$ cat config.mk
export PLATFORM = sky130hd
export DESIGN_NAME = ex_muldiv_flat
export DESIGN_NICKNAME = d
export VERILOG_FILES = /design/src/rtl/ex_muldiv_pkg.sv /design/src/rtl/ex_muldiv_if.sv /design/src/rtl/ex_muldiv_sign_fix.sv /design/src/rtl/ex_muldiv.sv /design/src/flat_wrapper.sv
export SDC_FILE = /design/constraint.sdc
export NUM_CORES = 1
export LEC_CHECK = 0
export CORE_ASPECT_RATIO = 0.6
export CORE_MARGIN = 10
export CORE_UTILIZATION = 39
export DETAILED_ROUTE_END_ITERATION = 16
export GPL_TIMING_DRIVEN = 0
export PLACE_DENSITY_LB_ADDON = 0.2
export SYNTH_ARGS = -nofsm -noshare
export SYNTH_HDL_FRONTEND = slang
export SYNTH_HIERARCHICAL = 1
export SYNTH_SLANG_ARGS = --single-unit
$ cat constraint.sdc
create_clock -name clk -period 13 [get_ports clk]
set_input_delay 3.9 -clock clk [delete_from_list [all_inputs] [get_ports clk]]
set_output_delay 3.9 -clock clk [all_outputs]
set_load 0.02 [all_outputs]
$ cat src/rtl/ex_muldiv_pkg.sv
// ex_muldiv_pkg: shared definitions for the RV32M multiply/divide unit.
//   - alu_op_t / reg_addr_t : widths of the decoded aluop code and register address
//   - EXE_MUL* / EXE_DIV* / EXE_REM* : aluop codes handled by ex_muldiv
//   - md_state_e : MD_IDLE, MD_CALC, MD_FIX, MD_DONE (2-bit encoding)
//   - RST_ENABLE, STALL_REQ : reset level and stall-request level
//   - helper functions that classify an aluop code
package ex_muldiv_pkg;

    localparam int ALU_OP_W   = 8;
    localparam int REG_ADDR_W = 5;

    typedef logic [ALU_OP_W-1:0]   alu_op_t;
    typedef logic [REG_ADDR_W-1:0] reg_addr_t;

    localparam alu_op_t EXE_MUL    = 8'h20;
    localparam alu_op_t EXE_MULH   = 8'h21;
    localparam alu_op_t EXE_MULHSU = 8'h22;
    localparam alu_op_t EXE_MULHU  = 8'h23;
    localparam alu_op_t EXE_DIV    = 8'h24;
    localparam alu_op_t EXE_DIVU   = 8'h25;
    localparam alu_op_t EXE_REM    = 8'h26;
    localparam alu_op_t EXE_REMU   = 8'h27;

    localparam logic RST_ENABLE = 1'b0;
    localparam logic STALL_REQ  = 1'b1;

    typedef enum logic [1:0] {
        MD_IDLE = 2'd0,
        MD_CALC = 2'd1,
        MD_FIX  = 2'd2,
        MD_DONE = 2'd3
    } md_state_e;

    function automatic logic is_md_op(input alu_op_t op);
        return op inside {EXE_MUL, EXE_MULH, EXE_MULHSU, EXE_MULHU,
                          EXE_DIV, EXE_DIVU, EXE_REM, EXE_REMU};
    endfunction

    function automatic logic is_mul_op(input alu_op_t op);
        return op inside {EXE_MUL, EXE_MULH, EXE_MULHSU, EXE_MULHU};
    endfunction

    // DIV and REM work on signed magnitudes; DIVU/REMU do not.
    function automatic logic is_signed_div(input alu_op_t op);
        return op inside {EXE_DIV, EXE_REM};
    endfunction

    function automatic logic is_rem_op(input alu_op_t op);
        return op inside {EXE_REM, EXE_REMU};
    endfunction

    // rs1 is treated as signed by MUL, MULH and MULHSU.
    function automatic logic mul_a_signed(input alu_op_t op);
        return op inside {EXE_MUL, EXE_MULH, EXE_MULHSU};
    endfunction

    // rs2 is treated as signed only by MUL and MULH.
    function automatic logic mul_b_signed(input alu_op_t op);
        return op inside {EXE_MUL, EXE_MULH};
    endfunction

endpackage

$ cat src/rtl/ex_muldiv_if.sv
// ex_muldiv_if: request/response bundle between the EX stage and ex_muldiv.
//   start_i, aluop_i, reg1_i, reg2_i, wd_i, flush_i : request side (EX -> unit)
//   stall_req_o, done_o, result_o, wd_o             : response side (unit -> EX/ctrl)
//   modport slave  : the multiply/divide unit
//   modport master : the EX stage (or a testbench)
interface ex_muldiv_if
    import ex_muldiv_pkg::*;
#(
    parameter int XLEN = 32
);

    logic            start_i;
    alu_op_t         aluop_i;
    logic [XLEN-1:0] reg1_i;
    logic [XLEN-1:0] reg2_i;
    reg_addr_t       wd_i;
    logic            flush_i;
    logic            stall_req_o;
    logic            done_o;
    logic [XLEN-1:0] result_o;
    reg_addr_t       wd_o;

    modport slave (
        input  start_i, aluop_i, reg1_i, reg2_i, wd_i, flush_i,
        output stall_req_o, done_o, result_o, wd_o
    );

    modport master (
        output start_i, aluop_i, reg1_i, reg2_i, wd_i, flush_i,
        input  stall_req_o, done_o, result_o, wd_o
    );

endinterface

$ cat src/rtl/ex_muldiv_sign_fix.sv
// ex_muldiv_sign_fix: combinational conditional two's-complement negate
// (the muldiv sign-fix block). With neg_i tied to the operand's sign bit it
// yields the absolute value; with neg_i driven by the result sign it applies
// the quotient/remainder sign correction. Negation is modulo 2^XLEN.
//   val_i [XLEN] : value to condition
//   neg_i        : 1 = negate, 0 = pass through
//   res_o [XLEN] : conditioned value
module ex_muldiv_sign_fix #(
    parameter int XLEN = 32
) (
    input  logic [XLEN-1:0] val_i,
    input  logic            neg_i,
    output logic [XLEN-1:0] res_o
);

    assign res_o = neg_i ? -val_i : val_i;

endmodule

$ cat src/rtl/ex_muldiv.sv
// ex_muldiv: iterative RV32M multiply/divide execute unit, one result bit per
// cycle, with abort-on-flush.
//   clk : clock
//   rst : synchronous reset, active low
//   bus : ex_muldiv_if.slave (start/aluop/operands/wd/flush in;
//         stall_req/done/result/wd out)
// Optional feature: define MULDIV_FAST_MUL_EN to compute all MUL* ops with a
// combinational multiplier in IDLE->FIX (done in cycle 2). Undefined (default),
// multiplies run the XLEN-cycle shift-add loop and no multiplier is inferred.
module ex_muldiv
    import ex_muldiv_pkg::*;
#(
    parameter int XLEN  = 32,
    parameter int CNT_W = $clog2(XLEN) + 1
) (
    input logic        clk,
    input logic        rst,
    ex_muldiv_if.slave bus
);

    localparam int PW = 2 * XLEN;

    // ------------------------------------------------------------------
    // State
    // ------------------------------------------------------------------
    md_state_e        state_q;
    logic [CNT_W-1:0] cnt_q;
    alu_op_t          op_q;
    reg_addr_t        wd_pend_q;   // destination captured at launch
    reg_addr_t        wd_q;        // destination presented with the result
    logic [PW-1:0]    op_a_q;      // multiplicand, shifted left each step
    logic [XLEN:0]    op_b_q;      // multiplier (arith shift right) or divisor
    logic [PW-1:0]    acc_q;       // product, or {remainder, quotient}
    logic             q_neg_q;
    logic             r_neg_q;
    logic [XLEN-1:0]  result_q;
    logic             done_q;

    // ------------------------------------------------------------------
    // Launch-side operand conditioning
    // ------------------------------------------------------------------
    logic            launch;
    logic            sdiv;
    logic            a_neg, b_neg;
    logic            div_zero, div_ovf;
    logic [XLEN-1:0] a_abs, b_abs;
    logic [PW-1:0]   mul_a_ext;
    logic [XLEN:0]   mul_b_ext;

    ex_muldiv_sign_fix #(.XLEN(XLEN)) u_abs_a (
        .val_i (bus.reg1_i),
        .neg_i (a_neg),
        .res_o (a_abs)
    );

    ex_muldiv_sign_fix #(.XLEN(XLEN)) u_abs_b (
        .val_i (bus.reg2_i),
        .neg_i (b_neg),
        .res_o (b_abs)
    );

    // NOTE: every signal written in an always_comb gets a default first, so
    // no path through the block leaves it unassigned and no latch is inferred.
    always_comb begin
        launch    = 1'b0;
        sdiv      = is_signed_div(bus.aluop_i);
        a_neg     = sdiv & bus.reg1_i[XLEN-1];
        b_neg     = sdiv & bus.reg2_i[XLEN-1];
        div_zero  = (bus.reg2_i == '0);
        div_ovf   = sdiv
                  && (bus.reg1_i == {1'b1, {(XLEN-1){1'b0}}})
                  && (bus.reg2_i == '1);
        mul_a_ext = {{XLEN{mul_a_signed(bus.aluop_i) & bus.reg1_i[XLEN-1]}}, bus.reg1_i};
        mul_b_ext = {mul_b_signed(bus.aluop_i) & bus.reg2_i[XLEN-1], bus.reg2_i};
        // A flush in IDLE wins over a simultaneous start.
        if (state_q == MD_IDLE && bus.start_i && is_md_op(bus.aluop_i) && !bus.flush_i) begin
            launch = 1'b1;
        end
    end

`ifdef MULDIV_FAST_MUL_EN
    logic signed [XLEN:0]   fast_a, fast_b;
    logic signed [PW+1:0]   fast_prod;

    always_comb begin
        fast_a    = mul_a_ext[XLEN:0];
        fast_b    = mul_b_ext;
        fast_prod = fast_a * fast_b;
    end
`endif

    // ------------------------------------------------------------------
    // One CALC step
    // ------------------------------------------------------------------
    logic            calc_last;
    logic [XLEN:0]   div_trial;
    logic [XLEN:0]   div_diff;
    logic [PW-1:0]   acc_calc;

    always_comb begin
        calc_last = (cnt_q == CNT_W'(XLEN - 1));
        // Partial remainder shifted left with the next dividend bit brought in.
        div_trial = {acc_q[PW-1:XLEN], acc_q[XLEN-1]};
        div_diff  = div_trial - {1'b0, op_b_q[XLEN-1:0]};
        acc_calc  = acc_q;
        if (is_mul_op(op_q)) begin
            if (op_b_q[0]) begin
                // The multiplier's top bit has negative weight when it is
                // signed, so the last partial product is subtracted.
                if (calc_last && op_b_q[XLEN]) begin
                    acc_calc = acc_q - op_a_q;
                end else begin
                    acc_calc = acc_q + op_a_q;
                end
            end
        end else if (!div_diff[XLEN]) begin
            acc_calc = {div_diff[XLEN-1:0], acc_q[XLEN-2:0], 1'b1};
        end else begin
            acc_calc = {div_trial[XLEN-1:0], acc_q[XLEN-2:0], 1'b0};
        end
    end

    // ------------------------------------------------------------------
    // FIX: sign correction and word select
    // ------------------------------------------------------------------
    logic [XLEN-1:0] quot_fix, rem_fix, fix_result;

    ex_muldiv_sign_fix #(.XLEN(XLEN)) u_fix_q (
        .val_i (acc_q[XLEN-1:0]),
        .neg_i (q_neg_q),
        .res_o (quot_fix)
    );

    ex_muldiv_sign_fix #(.XLEN(XLEN)) u_fix_r (
        .val_i (acc_q[PW-1:XLEN]),
        .neg_i (r_neg_q),
        .res_o (rem_fix)
    );

    always_comb begin
        fix_result = '0;
        unique case (op_q)
            EXE_MUL:                         fix_result = acc_q[XLEN-1:0];
            EXE_MULH, EXE_MULHSU, EXE_MULHU: fix_result = acc_q[PW-1:XLEN];
            EXE_DIV, EXE_DIVU:               fix_result = quot_fix;
            EXE_REM, EXE_REMU:               fix_result = rem_fix;
            default:                         fix_result = '0;
        endcase
    end

    // ------------------------------------------------------------------
    // FSM and datapath registers
    // ------------------------------------------------------------------
    // NOTE: sequential state is updated with non-blocking assignments only, so
    // every register samples the pre-edge values regardless of statement order.
    always_ff @(posedge clk) begin
        if (rst == RST_ENABLE) begin
            state_q   <= MD_IDLE;
            cnt_q     <= '0;
            op_q      <= '0;
            wd_pend_q <= '0;
            wd_q      <= '0;
            op_a_q    <= '0;
            op_b_q    <= '0;
            acc_q     <= '0;
            q_neg_q   <= 1'b0;
            r_neg_q   <= 1'b0;
            result_q  <= '0;
            done_q    <= 1'b0;
        end else begin
            done_q <= 1'b0;
            unique case (state_q)
                MD_IDLE: begin
                    if (launch) begin
                        op_q      <= bus.aluop_i;
                        wd_pend_q <= bus.wd_i;
                        cnt_q     <= '0;
                        q_neg_q   <= 1'b0;
                        r_neg_q   <= 1'b0;
                        if (is_mul_op(bus.aluop_i)) begin
`ifdef MULDIV_FAST_MUL_EN
                            acc_q   <= fast_prod[PW-1:0];
                            state_q <= MD_FIX;
`else
                            op_a_q  <= mul_a_ext;
                            op_b_q  <= mul_b_ext;
                            acc_q   <= '0;
                            state_q <= MD_CALC;
`endif
                        end else if (div_zero) begin
                            // Preload so FIX yields quotient all-ones and
                            // remainder = dividend without sign correction.
                            acc_q   <= {bus.reg1_i, {XLEN{1'b1}}};
                            state_q <= MD_FIX;
                        end else if (div_ovf) begin
                            // Quotient = dividend, remainder = 0.
                            acc_q   <= {{XLEN{1'b0}}, bus.reg1_i};
                            state_q <= MD_FIX;
                        end else begin
                            acc_q   <= {{XLEN{1'b0}}, a_abs};
                            op_b_q  <= {1'b0, b_abs};
                            q_neg_q <= a_neg ^ b_neg;
                            r_neg_q <= a_neg;
                            state_q <= MD_CALC;
                        end
                    end
                end
                MD_CALC: begin
                    if (bus.flush_i) begin
                        state_q <= MD_IDLE;
                    end else begin
                        acc_q <= acc_calc;
                        cnt_q <= cnt_q + CNT_W'(1);
                        if (is_mul_op(op_q)) begin
                            op_a_q <= {op_a_q[PW-2:0], 1'b0};
                            op_b_q <= {op_b_q[XLEN], op_b_q[XLEN:1]};
                        end
                        if (calc_last) begin
                            state_q <= MD_FIX;
                        end
                    end
                end
                MD_FIX: begin
                    if (bus.flush_i) begin
                        state_q <= MD_IDLE;
                    end else begin
                        result_q <= fix_result;
                        wd_q     <= wd_pend_q;
                        done_q   <= 1'b1;
                        state_q  <= MD_DONE;
                    end
                end
                MD_DONE: begin
                    state_q <= MD_IDLE;
                end
                default: begin
                    state_q <= MD_IDLE;
                end
            endcase
        end
    end

    // ------------------------------------------------------------------
    // Outputs
    // ------------------------------------------------------------------
    // Stall drops in DONE so the pipeline advances in the done_o cycle.
    always_comb begin
        bus.stall_req_o = ~STALL_REQ;
        if ((state_q == MD_IDLE && bus.start_i && is_md_op(bus.aluop_i))
            || state_q == MD_CALC || state_q == MD_FIX) begin
            bus.stall_req_o = STALL_REQ;
        end
    end

    assign bus.done_o   = done_q;
    assign bus.result_o = result_q;
    assign bus.wd_o     = wd_q;

endmodule

$ cat src/flat_wrapper.sv
// flat-port wrapper written by rule: the top's interface ports become plain ports
module ex_muldiv_flat import ex_muldiv_pkg::*;
#(
    parameter int XLEN  = 32,
    parameter int CNT_W = $clog2(XLEN) + 1
)
  (clk, rst, bus_start_i, bus_aluop_i, bus_reg1_i, bus_reg2_i, bus_wd_i, bus_flush_i, bus_stall_req_o, bus_done_o, bus_result_o, bus_wd_o);
  ex_muldiv_if #(.XLEN(XLEN)) bus_i ();
  input logic clk;
  input logic rst;
  input wire logic [$bits(bus_i.start_i)-1:0] bus_start_i;
  input wire logic [$bits(bus_i.aluop_i)-1:0] bus_aluop_i;
  input wire logic [$bits(bus_i.reg1_i)-1:0] bus_reg1_i;
  input wire logic [$bits(bus_i.reg2_i)-1:0] bus_reg2_i;
  input wire logic [$bits(bus_i.wd_i)-1:0] bus_wd_i;
  input wire logic [$bits(bus_i.flush_i)-1:0] bus_flush_i;
  output wire logic [$bits(bus_i.stall_req_o)-1:0] bus_stall_req_o;
  output wire logic [$bits(bus_i.done_o)-1:0] bus_done_o;
  output wire logic [$bits(bus_i.result_o)-1:0] bus_result_o;
  output wire logic [$bits(bus_i.wd_o)-1:0] bus_wd_o;
  assign bus_i.start_i = bus_start_i;
  assign bus_i.aluop_i = bus_aluop_i;
  assign bus_i.reg1_i = bus_reg1_i;
  assign bus_i.reg2_i = bus_reg2_i;
  assign bus_i.wd_i = bus_wd_i;
  assign bus_i.flush_i = bus_flush_i;
  assign bus_stall_req_o = bus_i.stall_req_o;
  assign bus_done_o = bus_i.done_o;
  assign bus_result_o = bus_i.result_o;
  assign bus_wd_o = bus_i.wd_o;
  ex_muldiv #(.XLEN(XLEN), .CNT_W(CNT_W)) u_core (.clk(clk), .rst(rst), .bus(bus_i));
endmodule
==> impl_results.md <==
- Final hold vios: 0
- Setup TNS: 0 ns
- Hold Startpoint: u_core/wd_pend_q[4]
- Crit path capture type: output port
- Final Skew: 0.02753 ns
- Minimum clock period: 9.529 ns
- Post-Place Cells: 3776
- Setup CP Type: input port to output port
- Post-synth ARST share: 0%
- Setup-failing EPs final: 0
- Unrepaired setup endpoints after global routing: false
- H-tree depth: 1
- Data arrival, critical path: 5.63 ns
- HPWL after DPL: 87.84 mm
- Clock Path Buffers: 3
- Setup ws final: 3.471 ns
- Synth top area cells: dfxtp_1, xnor2_1, nand2_1
- Hold endpoint: u_core/wd_pend_q[4]
- Vias per cell: 6.495
- CTS root buf: clkbuf_16
- Share of the synthesized area in the top cell type: 20.41%
- Fmax: 104.9 MHz
- Uppermost layer routed: met4
- Leakage: 10.38 nW
- Post-CTS setup buffers: 0
- DR WL met3: 13.31 mm
- Reg-to-reg critical path startpoint: u_core/cnt_q[0]
- Count of different cell masters after synthesis: 98
- Final worst-path cycle share: 73.30%
- Met2 WL post-DR: 40.37 mm
- Sequential area share after synthesis: 20.41%
- Status: finished, final reports clean
- Die X: 325.0 um
- GP Congestion: 1.042
- Post-CTS resize count: 0
- Slew margin rel.: 13.93%
- Worst-Margin Slew: 1.286 ns
- Core area: 0.05467 mm2
- TritonCTS Buffers: 25
- Max-Cap Viols: 0
- Via count: 24840
- Layout area overhead: 13.93%
- Chip height: 203.0 um
- Mean routed wirelength per cell: 28.33 um
- Drt pass-1 iters: 6
- Mapped Cells: 2911
- Avg Cell Area, Syn: 7.480 um2
- Commonest register cell after synthesis: dfxtp_1
- Synth warnings: 6
- Syn nets: 3095
- Row count: 66
- Largest net degree at the start of global routing: 15
- Full die area: 0.06599 mm2
- Most frequent cells in the layout: nand2_1, a21oi_1, dfxtp_1
- Post-synth EDFFs: 0
- Skew-Pair Late Insertion Delay: 0.59 ns
- Hold_buf cts: 0
- Final Core Density: 45.38%
- Pwr dens: 83.22 mW/mm2
- Top-Level Pins: 120
- CP required: 9.10 ns
- Fin cells: 3824
- Commonest non-fill, non-tap cell in the layout: nand2_1
- CP startpoint kind: input port
- Detailed Route WL: 108.3 mm
- CTS clk-pin slew, worst paths: 0.06 ns
- Reg-to-Reg End: u_core/acc_q[63]
- Filler cells: 5634
- Buffers added on ports: 117
- Worst Hold Depth: 2
- Reg2Reg Depth: 19
- Initial DRC count: 3333
- Mapped cell area: 0.02177 mm2
- Final ANT Viol Nets: 0
- Starting Density: 39.83%
- Final net count: 3239
- Dpl ws: 3.450 ns
- CTS Sinks: 222
- First-pass GRT wire length: 155.7 mm
- Hold Crit Class: flop to flop
- Yosys reg bits: 222
- GR Util All Layers: 30.96%
- Flop-to-flop setup slack: 6.33 ns
- DRC Markers: 0
- Vias in the first global route: 22710
- Max-slew violation count: 0
- M1 WL: 51.84 mm
- CTS tree: done
- Worst vdd ir: 0.09381 mV
- Largest area contributor in the netlist: dfxtp_1
- Antenna violations before repair: 6
- Worst-path fanout max: 5
- GRT overflow: 0
- Share of layout cells above drive strength 1: 5.237%
[routing by layer]
layer | track usage, % | up-vias
met2 | 41.20 | 1385
met5 | 0 | -
met4 | 7.061 | 0
li1 | - | 11120
met3 | 8.453 | 167
met1 | 47.40 | 12170
[final cells by class]
type                    instances  area, um2  share of cell area (%)
diodes                          2      5.005                 0.02018
plain buffers                 207      814.5                   3.284
clock buffers                  32      721.9                   2.910
clock inverters                14      193.9                  0.7818
inverters                      76      285.3                   1.150
multi-input cells            2406      16230                   65.44
flip-flops and latches        222       4444                   17.92
well taps                     748      935.9                   3.773
repair buffers                117       1171                   4.721
[power breakdown]
part           internal [mW]  leakage (nW)  switching, mW  total (mW)
clock                  0.474         0.448          0.347       0.821
sequential             0.683          1.79         0.0126       0.696
combinational          0.205          8.15          0.343       0.548
[worst max-delay path by stage]
stage                    from         endpoint  slack (ns)
2_1_floorplan  bus_aluop_i[6]  bus_stall_req_o        4.34
3_3_place_gp   bus_aluop_i[7]  bus_stall_req_o        3.44
3_5_place_dp   bus_aluop_i[6]  bus_stall_req_o        3.45
4_1_cts        bus_aluop_i[6]  bus_stall_req_o        3.44
5_1_grt        bus_aluop_i[6]  bus_stall_req_o        3.33
6_report       bus_aluop_i[6]  bus_stall_req_o        3.47
[sequential cells by signal, indices dropped and copies added (netlist names)]
name                 flops
u_core/bus.done_o        1
u_core/op_q              8
u_core/q_neg_q           1
u_core/r_neg_q           1
u_core/cnt_q             6
u_core/bus.wd_o          5
u_core/wd_pend_q         5
u_core/bus.result_o     32
u_core/acc_q            64
u_core/op_a_q           64
u_core/state_q           2
u_core/op_b_q           33
[synthesized netlist by cell type (16+ instances only)]
master and n:
clkbuf_1 177, nand3_1 74, ha_1 101, nand2_1 422, a221oi_1 21, nand4_1 39
nor2_1 125, o31ai_1 45, nand2b_1 33, o211ai_1 48, and3_1 19, a22oi_1 37
xnor2_1 194, mux2i_1 42, a311o_1 32, a21oi_1 257, a21boi_0 54, a31oi_1 28
o21ai_0 207, nor2b_1 18, nor4_1 36, or3_1 22, xor2_1 67, inv_1 76
dfxtp_1 222, o211a_1 79, a21o_1 67, buf_1 16, o41ai_1 39, nor3_1 35
mux2_2 19
[metrics by stage]
step / hold slack, ns / power [mW] / cell area [um2]
final: 0.4670 / 2.064 / 24810
after global routing: 0.4905 / 2.120 / 24800
after CTS: 0.4712 / 2.048 / 24800
after detailed placement: 0.4580 / 1.234 / 23890
after global placement: 0.4497 / 1.233 / 23880
after floorplan: 0.4412 / 1.035 / 21770
[worst max-delay path, cell delays in order]
cell             delay [ns]
clkdlybuf4s50_1        0.39
nand2b_1               0.15
nor4_2                 0.30
a211oi_1               0.13
a21oi_1                0.14
clkdlybuf4s50_1        0.63
[logic make-up (layout without fill, tap and decap cells)]
family	count (synthesis)	in the layout	synth area share [%]
other	0	2	0
flip-flops	222	222	20.41
XOR/XNOR	261	261	10.50
buffers and inverters	283	446	5.051
multiplexers	61	61	2.913
AND/OR/NAND/NOR	932	932	21.45
AO/OA/AOI/OAI	1049	1049	33.69
adder cells (fa/ha/maj)	103	103	5.988
Note: power is estimated with default switching activity, not from simulation.
